$ cat src/rtl/empaq_defs_pkg.sv
// Shared definitions for the nibble packer: FSM state encoding, default sizes
// and the index-width helper.
package empaq_defs;

    typedef enum logic {
        ARMANDO = 1'b0,
        ESPERA  = 1'b1
    } estado_t;

    localparam int unsigned NIBBLES_DEF = 4;
    localparam int unsigned ANCHO_Q_DEF = 4;

    function automatic int unsigned clog2(input int unsigned valor);
        int unsigned r;
        r = 0;
        while ((32'd1 << r) < valor) r++;
        return r;
    endfunction

endpackage

$ cat src/rtl/registro_salida.sv
// Output register of the nibble packer: holds the presented word, its carry
// (and parity when EMPAQ_PARIDAD_EN is defined) plus VALIDO.
module registro_salida #(
    parameter int unsigned ANCHO = 16
) (
    input  logic             i_clk,
    input  logic             i_rst_n,
    input  logic             i_carga,
    input  logic [ANCHO-1:0] i_dato,
    input  logic             i_rco,
    input  logic             i_rdy,
    output logic [ANCHO-1:0] o_dato,
    output logic             o_rco,
    output logic             o_valido
`ifdef EMPAQ_PARIDAD_EN
    ,
    output logic             o_paridad
`endif
);

    logic [ANCHO-1:0] r_dato;
    logic             r_rco;
    logic             r_valido;
`ifdef EMPAQ_PARIDAD_EN
    logic             r_paridad;
`endif

    // The parent only asserts i_carga when the slot is free, so a load always
    // wins over the clear-on-transfer.
    always_ff @(posedge i_clk or negedge i_rst_n) begin
        if (!i_rst_n) begin
            r_dato    <= '0;
            r_rco     <= 1'b0;
            r_valido  <= 1'b0;
`ifdef EMPAQ_PARIDAD_EN
            r_paridad <= 1'b0;
`endif
        end else if (i_carga) begin
            r_dato    <= i_dato;
            r_rco     <= i_rco;
            r_valido  <= 1'b1;
`ifdef EMPAQ_PARIDAD_EN
            r_paridad <= ^i_dato;
`endif
        end else if (r_valido && i_rdy) begin
            r_valido  <= 1'b0;
        end
    end

    assign o_dato   = r_dato;
    assign o_rco    = r_rco;
    assign o_valido = r_valido;
`ifdef EMPAQ_PARIDAD_EN
    assign o_paridad = r_paridad;
`endif

endmodule

$ cat src/rtl/empaquetador_nibbles.sv
// Packs NIBBLES consecutive adder results (LSB nibble first) into one word and
// presents it on a VALIDO/RDY handshake. Optional PARIDAD output: EMPAQ_PARIDAD_EN.
module empaquetador_nibbles
    import empaq_defs::*;
#(
    parameter int unsigned NIBBLES = NIBBLES_DEF,
    parameter int unsigned ANCHO_Q = ANCHO_Q_DEF
) (
    input  logic                          CLK,
    input  logic                          RESET_L,
    input  logic                          ENB,
    input  logic [ANCHO_Q-1:0]            Q,
    input  logic                          RCO,
    input  logic                          RDY,
    output logic [NIBBLES*ANCHO_Q-1:0]    DATO,
    output logic                          VALIDO,
    output logic                          RCO_ACUM,
    output logic                          OVF,
    output logic [clog2(NIBBLES)-1:0]     INDICE
`ifdef EMPAQ_PARIDAD_EN
    ,
    output logic                          PARIDAD
`endif
);

    localparam int unsigned   W      = NIBBLES * ANCHO_Q;
    localparam int unsigned   IW     = clog2(NIBBLES);
    localparam logic [IW-1:0] ULTIMO = IW'(NIBBLES - 1);

    estado_t         r_estado, w_estado_sig;
    logic [W-1:0]    r_ensamble, w_ens_sig, w_ens_escrito;
    logic            r_carry, w_carry_sig;
    logic [IW-1:0]   r_indice, w_indice_sig;
    logic            r_ovf, w_ovf_sig;
    logic            w_carga, w_rco_carga, w_libre;
    logic [W-1:0]    w_dato_carga;

    assign w_libre = !VALIDO || RDY;

    always_ff @(posedge CLK or negedge RESET_L) begin
        if (!RESET_L) begin
            r_estado   <= ARMANDO;
            r_ensamble <= '0;
            r_carry    <= 1'b0;
            r_indice   <= '0;
            r_ovf      <= 1'b0;
        end else begin
            r_estado   <= w_estado_sig;
            r_ensamble <= w_ens_sig;
            r_carry    <= w_carry_sig;
            r_indice   <= w_indice_sig;
            r_ovf      <= w_ovf_sig;
        end
    end

    always_comb begin
        w_ens_escrito = r_ensamble;
        for (int unsigned k = 0; k < NIBBLES; k++) begin
            if (r_indice == IW'(k)) w_ens_escrito[k*ANCHO_Q +: ANCHO_Q] = Q;
        end

        w_estado_sig = r_estado;
        w_ens_sig    = r_ensamble;
        w_carry_sig  = r_carry;
        w_indice_sig = r_indice;
        w_ovf_sig    = r_ovf;
        w_carga      = 1'b0;
        w_dato_carga = r_ensamble;
        w_rco_carga  = r_carry;

        case (r_estado)
            ARMANDO: begin
                if (ENB) begin
                    if (r_indice == ULTIMO) begin
                        if (w_libre) begin
                            w_carga      = 1'b1;
                            w_dato_carga = w_ens_escrito;
                            w_rco_carga  = r_carry | RCO;
                            w_ens_sig    = '0;
                            w_carry_sig  = 1'b0;
                            w_indice_sig = '0;
                        end else begin
                            w_estado_sig = ESPERA;
                            w_ens_sig    = w_ens_escrito;
                            w_carry_sig  = r_carry | RCO;
                        end
                    end else begin
                        w_ens_sig    = w_ens_escrito;
                        w_carry_sig  = r_carry | RCO;
                        w_indice_sig = r_indice + 1'b1;
                    end
                end
            end
            ESPERA: begin
                // The pending word drains on the transfer edge; a nibble on the
                // same edge starts the next word instead of being dropped.
                if (VALIDO && RDY) begin
                    w_carga      = 1'b1;
                    w_estado_sig = ARMANDO;
                    if (ENB) begin
                        w_ens_sig    = {{(W-ANCHO_Q){1'b0}}, Q};
                        w_carry_sig  = RCO;
                        w_indice_sig = IW'(1);
                    end else begin
                        w_ens_sig    = '0;
                        w_carry_sig  = 1'b0;
                        w_indice_sig = '0;
                    end
                end else if (ENB) begin
                    w_ovf_sig = 1'b1;
                end
            end
            default: w_estado_sig = ARMANDO;
        endcase
    end

    registro_salida #(
        .ANCHO (W)
    ) u_registro_salida (
        .i_clk     (CLK),
        .i_rst_n   (RESET_L),
        .i_carga   (w_carga),
        .i_dato    (w_dato_carga),
        .i_rco     (w_rco_carga),
        .i_rdy     (RDY),
        .o_dato    (DATO),
        .o_rco     (RCO_ACUM),
        .o_valido  (VALIDO)
`ifdef EMPAQ_PARIDAD_EN
        ,
        .o_paridad (PARIDAD)
`endif
    );

    assign INDICE = r_indice;
    assign OVF    = r_ovf;

endmodule

$ cat config.mk
export PLATFORM = sky130hd
export DESIGN_NAME = empaquetador_nibbles
export DESIGN_NICKNAME = d
export VERILOG_FILES = /design/src/rtl/empaq_defs_pkg.sv /design/src/rtl/registro_salida.sv /design/src/rtl/empaquetador_nibbles.sv
export SDC_FILE = /design/constraint.sdc
export NUM_CORES = 1
export LEC_CHECK = 0
export CAP_MARGIN = 30
export CORE_ASPECT_RATIO = 1.4
export CORE_MARGIN = 2
export CORE_UTILIZATION = 54
export CTS_CLUSTER_SIZE = 40
export DETAILED_ROUTE_END_ITERATION = 10
export GPL_TIMING_DRIVEN = 0
export HOLD_SLACK_MARGIN = 0.1
export PLACE_DENSITY = 0.79
export SETUP_SLACK_MARGIN = 0.15
export SKIP_CTS_REPAIR_TIMING = 1
export SLEW_MARGIN = 0
export SYNTH_ARGS = -nofsm -noshare
export SYNTH_HDL_FRONTEND = slang
export SYNTH_SLANG_ARGS = --single-unit
$ cat constraint.sdc
create_clock -name CLK -period 2.3 [get_ports CLK]
set_clock_uncertainty 0.15 [all_clocks]
set_input_delay 0.575 -clock CLK [delete_from_list [all_inputs] [get_ports CLK]]
set_output_delay 0.575 -clock CLK [all_outputs]
set_load 0.05 [all_outputs]
# Word level (Yosys, flattened, before mapping)
# Cells that the tools add are included.
# totals
reg_bits	39
wordCells	68
# classes
add_sub_neg	1
eq_ne	6
n_mux	42
bitwise	3
reduce_logical	8
# ops
op	count
16-bit 2-to-1 mux	8
16-bit case mux with 2 select lines	1
1-bit 2-to-1 mux	20
4-bit 2-to-1 mux	5
2-bit 2-to-1 mux	4
1-bit case mux with 2 select lines	3
3-bit AND reduction	2
2-bit equality test (second input constant)	2
2-bit case mux with 2 select lines	1
3-bit inequality test (second input constant)	1
2-bit by 1-bit adder with 2-bit output (second input constant)	1
2-bit by 1-bit equality test with 1-bit output (second input constant)	1
2-bit zero test	1
2-bit by 1-bit inequality test with 1-bit output (second input constant)	1
2-bit inequality test (second input constant)	1
1-bit inverter	2
2-bit AND reduction	1
2-bit nonzero test	1
1-bit logical AND	1
1-bit zero test	1
1-bit logical OR	1
1-bit bitwise OR	1

# Logic depth before layout (Yosys ltp)
# Gate-level depths: netlist of the first run.
# depth
ltp_word	7
depth_mapped	6

# By module
# A second synthesis of the first run with hierarchy kept.
# unflattened
cells_unflattened	153
area_unflattened_um2	2039.5
# modules_own_cells
module	instances	cells_per_inst	area_per_inst_um2
empaquetador_nibbles	1	114	1320.0
registro_salida	1	39	719.4

# Worst setup path after synthesis of the first run
# Ideal clock, no wire load.
# synth_path
path_kind	register to register
start	register r_indice[0], in the netlist INDICE[0]
end	register u_registro_salida.r_dato[0], in the netlist u_registro_salida.o_dato[0]
setup_ps	126
arrival_ps	1959
t_required_ps	2024
setup_slack_ps	65
stages_incl_launch_ff	6
path_buffers	1
path_cell_list	dfrtp_1 > ha_1 > a21oi_1 > or3_1 > buf_6 > a221o_1
# synth_between
elab_chain_len	6
elab_cells_between_ends	10
cone_classes	eq/ne (1); mux (8); reduce/logical (1)
# synth_lines
item	line	rtl
from (decl)	empaquetador_nibbles.sv:33	logic [IW-1:0] r_indice, w_indice_sig;
from (signal assigned)	empaquetador_nibbles.sv:51	r_indice <= w_indice_sig;
2-bit zero test	empaquetador_nibbles.sv:59	if (r_indice == IW'(k)) w_ens_escrito[k*ANCHO_Q +: ANCHO_Q] = Q;
4-bit 2-to-1 mux	empaquetador_nibbles.sv:59	
16-bit 2-to-1 mux	empaquetador_nibbles.sv:75	if (w_libre) begin
16-bit 2-to-1 mux	empaquetador_nibbles.sv:74	if (r_indice == ULTIMO) begin
16-bit 2-to-1 mux	empaquetador_nibbles.sv:73	if (ENB) begin
16-bit 2-to-1 mux	empaquetador_nibbles.sv:71	case (r_estado)
to (signal assigned)	registro_salida.sv:39	r_dato <= i_dato;
to (decl)	registro_salida.sv:21	logic [ANCHO-1:0] r_dato;
# Parallel ways exist; a longest one is shown, timed or not.
# A chain may end at the register's enable or synchronous reset.

# Worst setup path in the final report of the first run
# layout_path
start	register r_indice[0], in the netlist INDICE[0]
end	register u_registro_salida.r_dato[9], in the netlist u_registro_salida.o_dato[9]
# layout_between
elab_chain_len	6
elab_cells_between_ends	10
cone_classes	eq/ne (2); mux (8)
# layout_lines
item	line
2-bit equality test	empaquetador_nibbles.sv:59
4-bit 2-to-1 mux	empaquetador_nibbles.sv:59
16-bit 2-to-1 mux	empaquetador_nibbles.sv:75
16-bit 2-to-1 mux	empaquetador_nibbles.sv:74
16-bit 2-to-1 mux	empaquetador_nibbles.sv:73
16-bit 2-to-1 mux	empaquetador_nibbles.sv:71
# Parallel ways exist; a longest one is shown, timed or not.

==> impl_metrics.yaml, run 1 <==
layout:
  diodes: 0
  fin_nets: 264
  area_delta_synth_final_pct: 23.7
  drive_gt1_share_pct: 12.4
  fin_util_pct: 68.3
  fill_cells: 299
  mostFrequentLayoutCells: "dfrtp_1 (37), inv_1 (23), dlymetal6s2s_1 (22), a221o_1 (12), nand2_1 (11)"
  layout_commonest_cell: "dfrtp_1"
synthesis:
  synth_seq_cells: 39
  ys.warnings.count: 0
  synth_top_area_cell: "dfrtp_1"
  synth.top_cell.area_share_pct: 45.5
  async_reset_ff_share_pct: 100
  ys_seq_area_share_pct: 45.5
  synth_area_per_cell_sq_um: 9.93
  synthCells: 216
  syn_area_sq_mm: 0.00215
  synth_nets: 230
  synth_edf_count: 0
  synth_flop_cell: "dfrtp_1"
  synth_cell_types: 44
  yosys-top-cells-area: "dfrtp_1 (45%), a221o_1 (5.6%), inv_1 (4.0%)"
global_route:
  grt_max_degree: 40
  grt_pass1_vias: 1750
  grt_overflow_total: 0
  grt_pass1_wl_mm: 8.66
  grt_use_total_pct: 25.3
  antenna_found_initial: 0
floorplanning:
  die_h_um: 78.6
  start_util_pct: 55.2
  core-area_sq_mm: 0.00388
  die_w_um: 57.3
  die-area_sq_mm: 0.00450
  io_pins: 30
  core.rowCount: 27
power_and_ir_drop:
  internal-power_uw: 2030
  power.static_leakage_uw: 0.00138
  peakVddDrop_mv: 0.989
  seqPwrFrac_pct: 30.7
  p_sw_uw: 1740
  cellPowerDensity_mw_per_mm2: 1420
  comb_power_share_pct: 55.9
  clockPowerShare_pct: 13.4
  p_sw_share_pct: 46.2
  finalPower_uw: 3770
clock_tree:
  cts_root_buf: "clkbuf_8"
  clock_latency_ps: 290
  cts_max_level: 2
  cts_tree: "yes"
  numCtsBuffers: 5
  clk_path_buf_depth: 2
  clk_pin_slew_worst_paths_ps: 70
  cts.sinks: 39
placed_design:
  port_buffers: 27
  gp_congestion: 0.866
  hpwl_mm: 3.76
drt:
  routed_wl_mm: 5.57
  wire_per_inst_um: 18.9
  drc: 0
  vias_per_cell: 6.41
  num_vias: 1884
  drtIter0Drc: 53
  first_pass_iters: 4
  ant_nets: 0
sta:
  rsz0062_at_grt: "false"
  timing.final.crit_share_pct: 88.1
  min_period_ps: 2030
  finalHoldViolCount: 0
  holdWs_ps: 241
  slew_violations: 0
  worst_pin_slew_ps: 857
  slew_headroom_pct: 42.9
  fmax_ghz: 0.493
  setup_viol_count_final: 0
worst_setup_path:
  arrival_ps: 2050
  startpoint: "INDICE[0]"
  r2r_cells: 6
  worstReg2RegStart: "INDICE[0]"
  crit_path_start_kind: "flop"
  crit_fanout: 10
  critPathKind: "reg -> reg"
  endpoint_kind: "flop"
  cp.required_ps: 2320
job:
  cap_viol_max_count: 0
worst_hold_path:
  hold_class: "in -> async"
status:
  status: "finished clean"
==> through the flow <==
step                instance area (sq um)  cells  setup slack [ps]  setup TNS [ps]
floorplan                            2150    216               228               0
global placement                     2470    286              -574          -23150
detailed placement                   2470    286              -319           -6180
CTS                                  2570    294             -9.75           -14.9
global route                         2650    294               172               0
finish                               2650    294               273               0
==> per-layer routing <==
layer	global-route usage [%]	vias to the layer above	wire length, um
li1	-	881	-
met1	30.9	923	2320
met2	44.9	66	2860
met3	4.12	14	258
met4	7.67	0	129
met5	0	-	0
==> sequential cells by signal, summed over array words and instances, names as in the netlist <==
| signal | count |
|---|---|
| INDICE | 2 |
| OVF | 1 |
| r_carry | 1 |
| r_ensamble | 16 |
| r_estado | 1 |
| u_registro_salida.o_dato | 16 |
| u_registro_salida.o_rco | 1 |
| u_registro_salida.o_valido | 1 |
==> critical path, stage by stage (launching register included) <==
cell and delay, ps:
dfrtp_2 470, inv_1 130, ha_1 160, clkbuf_2 210, and3b_1 210, o211a_1 240
a221o_1 350
==> cells in the mapped netlist, types with 3 or more instances <==
cell / number
and3_1: 8
a221oi_1: 3
buf_1: 4
mux2i_1: 3
nand4_1: 8
nor4_1: 4
nor3_1: 3
buf_2: 3
a211oi_1: 3
a21oi_1: 9
and3b_1: 4
o21ai_0: 4
nor2b_1: 8
ha_1: 5
o221ai_1: 5
a221o_1: 12
dfrtp_1: 39
clkbuf_1: 8
o221a_2: 3
nand2b_1: 7
nand2_1: 11
o32ai_1: 4
inv_1: 23
nand3b_1: 4
nor2_1: 4
==> path summary, 6_finish.rpt <==
path	to	slack (ps)
worst max-delay path	u_registro_salida.o_dato[9]	270
worst min-delay path	u_registro_salida.o_dato[6]	240
worst max register to register	u_registro_salida.o_dato[9]	270
worst min register to register	OVF	330
max in group asynchronous	INDICE[0]	1180
min in group CLK	OVF	330
==> kinds of logic (layout without fill, tap and decap cells) <==
group / after synthesis / in the layout / synth area share (%)
AOI/OAI and AO/OA: 59 / 59 / 22.5
xor gates and xnor gates: 1 / 1 / 0.408
adders and majority gates: 5 / 5 / 2.92
buffers and inverters: 40 / 75 / 7.87
DFF: 39 / 39 / 45.5
muxes: 3 / 3 / 1.40
and+or+nand+nor: 69 / 69 / 19.4
==> power groups by stage <==
| stage | Sequential [uW] | Clock [uW] | Combinational [uW] |
|---|---|---|---|
| floorplan | 1710 | 0 | 911 |
| global placement | 1160 | 0 | 2040 |
| detailed placement | 1170 | 0 | 2070 |
| CTS | 1160 | 510 | 2080 |
| global route | 1190 | 536 | 2240 |
| finish | 1160 | 506 | 2110 |
==> final cells by class <==
type	count	area [sq um]	area share, %
multi-input combinational	137	1020	38.6
sequential	39	978	36.9
timing repair buffer	27	320	12.1
clock buffer	8	100	3.77
buffer	17	90.1	3.39
inverter	23	86.3	3.25
tap	43	53.8	2.03
(Power assumes the default switching activity.)
==> run 2: changes to the inputs <==
--- a/config.mk
+++ b/config.mk
@@ -13,6 +13,7 @@
 export DETAILED_ROUTE_END_ITERATION = 10
 export GPL_TIMING_DRIVEN = 0
 export HOLD_SLACK_MARGIN = 0.1
+export MAX_ROUTING_LAYER = met4
 export PLACE_DENSITY = 0.79
 export SETUP_SLACK_MARGIN = 0.15
 export SKIP_CTS_REPAIR_TIMING = 1
==> run 2 against run 1 <==
Flip-flop and latch count unchanged. Power decreased by 0.12%. Global-route usage increased by 0.76 points. Final area unchanged. Sequential power about the same. Register-to-register slack about the same. Sequential share of layout area unchanged. Wire length unchanged. Die area unchanged. Clock-buffer cell count unchanged. Cell count unchanged. Worst setup slack improved by 4.6 ps. Largest power group unchanged.
==> impl_metrics.yaml, run 2 (synthesized netlist as in run 1, its figures left out) <==
layout:
  layout_commonest_cell: "dfrtp_1"
  fill_cells: 299
  register_area_sq_um: 978
  area_delta_synth_final_pct: 23.7
  mostFrequentLayoutCells: "dfrtp_1 (37), inv_1 (23), dlymetal6s2s_1 (22), a221o_1 (12), nand2_1 (11)"
  multi_input_area_sq_mm: 0.00102
  fin_nets: 264
  diodes: 0
  drive_gt1_share_pct: 12.4
  final_area_sq_mm: 0.00265
power_and_ir_drop:
  finalPower_uw: 3770
  cellPowerDensity_mw_per_mm2: 1420
  peakVddDrop_mv: 0.988
  power.static_leakage_uw: 0.00138
global_route:
  grt_use_total_pct: 26.0
  antenna_found_initial: 0
  grt_max_degree: 40
  grt_overflow_total: 0
  grt_pass1_vias: 1755
  grt_pass1_wl_mm: 8.69
sta:
  finalHoldViolCount: 0
  fmax_ghz: 0.494
  timing.final.crit_share_pct: 87.9
  setup_viol_count_final: 0
  rsz0062_at_grt: "false"
  slew_headroom_pct: 42.5
  min_period_ps: 2020
  worst_pin_slew_ps: 863
  slew_violations: 0
  holdWs_ps: 247
floorplanning:
  io_pins: 30
  die-area_sq_mm: 0.00450
  die_w_um: 57.3
  core.rowCount: 27
  die_h_um: 78.6
  core-area_sq_mm: 0.00388
  start_util_pct: 55.2
clock_tree:
  numCtsBuffers: 5
  cts_max_level: 2
  clk_pin_slew_worst_paths_ps: 70
  cts_tree: "yes"
  cts_root_buf: "clkbuf_8"
  clock_latency_ps: 290
  cts.sinks: 39
  clk_path_buf_depth: 2
worst_setup_path:
  crit_fanout: 10
  endpoint_kind: "flop"
  arrival_ps: 2040
  crit_path_start_kind: "flop"
  cp.required_ps: 2320
  critPathKind: "reg -> reg"
placed_design:
  hpwl_mm: 3.76
  gp_congestion: 0.880
  port_buffers: 27
  dpl-instance-area_sq_mm: 0.00247
drt:
  wire_per_inst_um: 18.9
  num_vias: 1880
  drc: 0
  ant_nets: 0
  routed_wl_mm: 5.57
  first_pass_iters: 5
  drtIter0Drc: 60
  vias_per_cell: 6.39
status:
  status: "finished clean"
worst_hold_path:
  hold_class: "in -> async"
job:
  cap_viol_max_count: 0
run 2: critical path, cell delays in order, from the launching register on:
cell      delay, ps
dfrtp_2         470
inv_1           130
ha_1            160
clkbuf_2        210
and3b_1         210
o211a_1         240
a221o_1         350
run 2: worst paths after layout:
kind	startpoint	to	slack, ps	cells past startpoint
max in group asynchronous	RESET_L	INDICE[0]	1170	1
worst min-delay path	RESET_L	u_registro_salida.o_dato[6]	250	1
min in group CLK	OVF	OVF	330	1
worst max-delay path	INDICE[0]	u_registro_salida.o_dato[9]	280	6
worst max register to register	INDICE[0]	u_registro_salida.o_dato[9]	280	6
worst min register to register	OVF	OVF	330	1
run 2: through the flow:
stage	setup WS (ps)	util, %	setup TNS [ps]	instances
after floorplan	228	-	0	216
after global placement	-574	63.6	-23150	286
after detailed placement	-319	63.5	-6180	286
after CTS	-9.75	66.1	-14.9	294
after global routing	172	68.3	0	294
final	278	68.3	0	294
run 2: layout make-up:
class,count,share of cell area (%)
plain buffers,17,3.39
clock buffers,8,3.77
inverters,23,3.25
multi-input cells,137,38.6
flip-flops and latches,39,36.9
well taps,43,2.03
repair buffers,27,12.1
run 2: per-layer routing:
| metal | GRT usage (%) | vias to the layer above | share of wire, % | wire [um] |
|---|---|---|---|---|
| met5 | - | - | 0 | 0 |
| met4 | 7.67 | 0 | 2.6 | 144 |
| met3 | 4.12 | 14 | 4.3 | 238 |
| met2 | 44.8 | 61 | 51 | 2840 |
| met1 | 31.2 | 918 | 42 | 2350 |
| li1 | - | 887 | - | - |
run 2: power breakdown:
part,total [uW],internal [uW],switching [uW]
registers,1160,974,184
clock network,503,274,229
logic,2110,781,1330
total,3770,2030,1740
==> run 3: changes to the inputs <==
--- a/config.mk
+++ b/config.mk
@@ -8,13 +8,14 @@
 export CAP_MARGIN = 30
 export CORE_ASPECT_RATIO = 1.4
 export CORE_MARGIN = 2
-export CORE_UTILIZATION = 54
+export CORE_UTILIZATION = 60
 export CTS_CLUSTER_SIZE = 40
 export DETAILED_ROUTE_END_ITERATION = 10
+export DONT_BUFFER_PORTS = 1
 export GPL_TIMING_DRIVEN = 0
 export HOLD_SLACK_MARGIN = 0.1
 export MAX_ROUTING_LAYER = met4
-export PLACE_DENSITY = 0.79
+export PLACE_DENSITY = 0.76
 export SETUP_SLACK_MARGIN = 0.15
 export SKIP_CTS_REPAIR_TIMING = 1
 export SLEW_MARGIN = 0
==> run 3 against run 2 <==
Final area shrank 9.9%. Die area fell by 9.4%. Clock power is essentially flat. Worst hold slack better by 17 ps. Clock-buffer cell count unchanged. Utilization rose by 1.8 points. Via count stayed put. First-iteration DRC count grew 120%. Wire length up 3.7%. Worst setup slack worse by 150 ps. Critical path type unchanged. Largest cell class unchanged. Highest routed layer unchanged.
==> impl_metrics.yaml, run 3 (synthesized netlist as in run 1, its figures left out) <==
worst_setup_path:
  cp_cell_sequence: "ha_4 > a21oi_1 > or3_1 > buf_6 > a221o_1"
  r2r_cells: 5
  cp.required_ps: 2320
  r2r_setup_slack_ps: 130
  crit_fanout: 8
  arrival_ps: 2200
  slowest_delay_ps: 580
  critPathSlowestCell: "dfrtp_4"
  crit_path_start_kind: "flop"
  critPathKind: "reg -> reg"
  startpoint: "INDICE[0]"
  endpoint_kind: "flop"
  worstReg2RegStart: "INDICE[0]"
layout:
  diodes: 0
  area_delta_synth_final_pct: 11.4
  drive_gt1_share_pct: 15.0
  fill_cells: 235
  mostFrequentLayoutCells: "dfrtp_1 (36), inv_1 (22), a221o_1 (12), nand2_1 (11)"
  fin_nets: 240
  layout.cells.non_filler: 267
  layout_commonest_cell: "dfrtp_1"
global_route:
  grt_pass1_wl_mm: 9.07
  antenna_found_initial: 0
  grt_max_degree: 40
  grt_use_total_pct: 32.1
  grt_overflow_total: 0
  grt_pass1_vias: 1925
sta:
  finalHoldViolCount: 0
  min_period_ps: 2170
  rsz0062_at_grt: "true"
  slew_headroom_pct: 57.1
  fin_ws_ps: 126
  timing.final.crit_share_pct: 94.5
  fmax_ghz: 0.460
  finalSetupTns_ps: 0
  worst_pin_slew_ps: 644
  setup_viol_count_final: 0
  slew_violations: 0
clock_tree:
  cts.sinks: 39
  numCtsBuffers: 5
  cts_root_buf: "clkbuf_8"
  clk_pin_slew_worst_paths_ps: 70
  clk_path_buf_depth: 2
  clock_latency_ps: 290
  cts_max_level: 2
  cts_tree: "yes"
drt:
  num_vias: 1880
  ant_nets: 0
  top_layer: "met4"
  drtIter0Drc: 133
  met3_length_um: 487
  wire_per_inst_um: 21.6
  route.met2.wl_mm: 3.00
  vias_per_cell: 7.04
  drt-met1-wl_mm: 2.12
  drc: 0
  routed_wl_mm: 5.77
  first_pass_iters: 6
power_and_ir_drop:
  seqPwrFrac_pct: 50.4
  power.static_leakage_uw: 0.00106
  cellPowerDensity_mw_per_mm2: 1480
  clockPowerShare_pct: 14.2
  finalPower_uw: 3550
  p_sw_share_pct: 49.3
  p_sw_uw: 1750
  comb_power_share_pct: 35.4
  internal-power_uw: 1800
  peakVddDrop_mv: 1.19
floorplanning:
  core-area_sq_mm: 0.00341
  core.rowCount: 25
  die_h_um: 74.8
  die-area_sq_mm: 0.00408
  die_w_um: 54.5
  io_pins: 30
  start_util_pct: 62.9
placed_design:
  port_buffers: 0
  dpl_worst_slack_ps: -132
  gp_congestion: 1.01
  hpwl_mm: 3.96
  dp.cells: 256
job:
  cap_viol_max_count: 0
worst_hold_path:
  min_from: "Q[2]"
  min_path_cells: 2
  hold_class: "in -> reg"
status:
  status: "finished clean"
[run 3: final timing paths]
path,endpoint
worst max-delay path,u_registro_salida.o_dato[2]
worst min-delay path,r_ensamble[14]
worst max register to register,u_registro_salida.o_dato[2]
worst min register to register,u_registro_salida.o_rco
max in group asynchronous,INDICE[1]
min in group asynchronous,u_registro_salida.o_dato[8]
[run 3: per-stage QoR]
| step | area (sq um) | hold WS (ps) | utilization, % |
|---|---|---|---|
| 2_1_floorplan | 2150 | 129 | - |
| 3_3_place_gp | 2200 | 130 | 64.5 |
| 3_5_place_dp | 2200 | 130 | 64.5 |
| 4_1_cts | 2300 | -182 | 67.4 |
| 5_1_grt | 2390 | 266 | 70.1 |
| 6_report | 2390 | 264 | 70.1 |
[run 3: routing by layer]
| layer | global-route usage, % | vias to the layer above |
|---|---|---|
| li1 | - | 833 |
| met1 | 37.2 | 932 |
| met2 | 50.6 | 98 |
| met3 | 7.94 | 17 |
| met4 | 16.4 | 0 |
| met5 | - | - |
[run 3: cell type report]
cell class | instances | area [sq um] | area share (%)
Clock buffer | 8 | 100 | 4.19
Multi-Input combinational cell | 137 | 1030 | 43.3
Tap cell | 40 | 50.0 | 2.09
Inverter | 23 | 86.3 | 3.61
Timing Repair Buffer | 3 | 45.0 | 1.88
Buffer | 17 | 90.1 | 3.77
Sequential cell | 39 | 985 | 41.2
[run 3: critical path, delay by kind of cell, from the launching register on]
family / cells / cell delay [ps]
buffers and inverters: 1 / 150
DFF: 1 / 580
adders and majority gates: 1 / 210
and+or+nand+nor: 1 / 390
AOI/OAI and AO/OA: 2 / 550
[run 3: power groups by stage]
stage          Sequential [uW]  Combinational, uW  Clock (uW)
3_5_place_dp              1780               1140           0
5_1_grt                   1830               1370         543
3_3_place_gp              1760               1090           0
6_report                  1790               1260         503
2_1_floorplan             1710                911           0
4_1_cts                   1770               1150         509
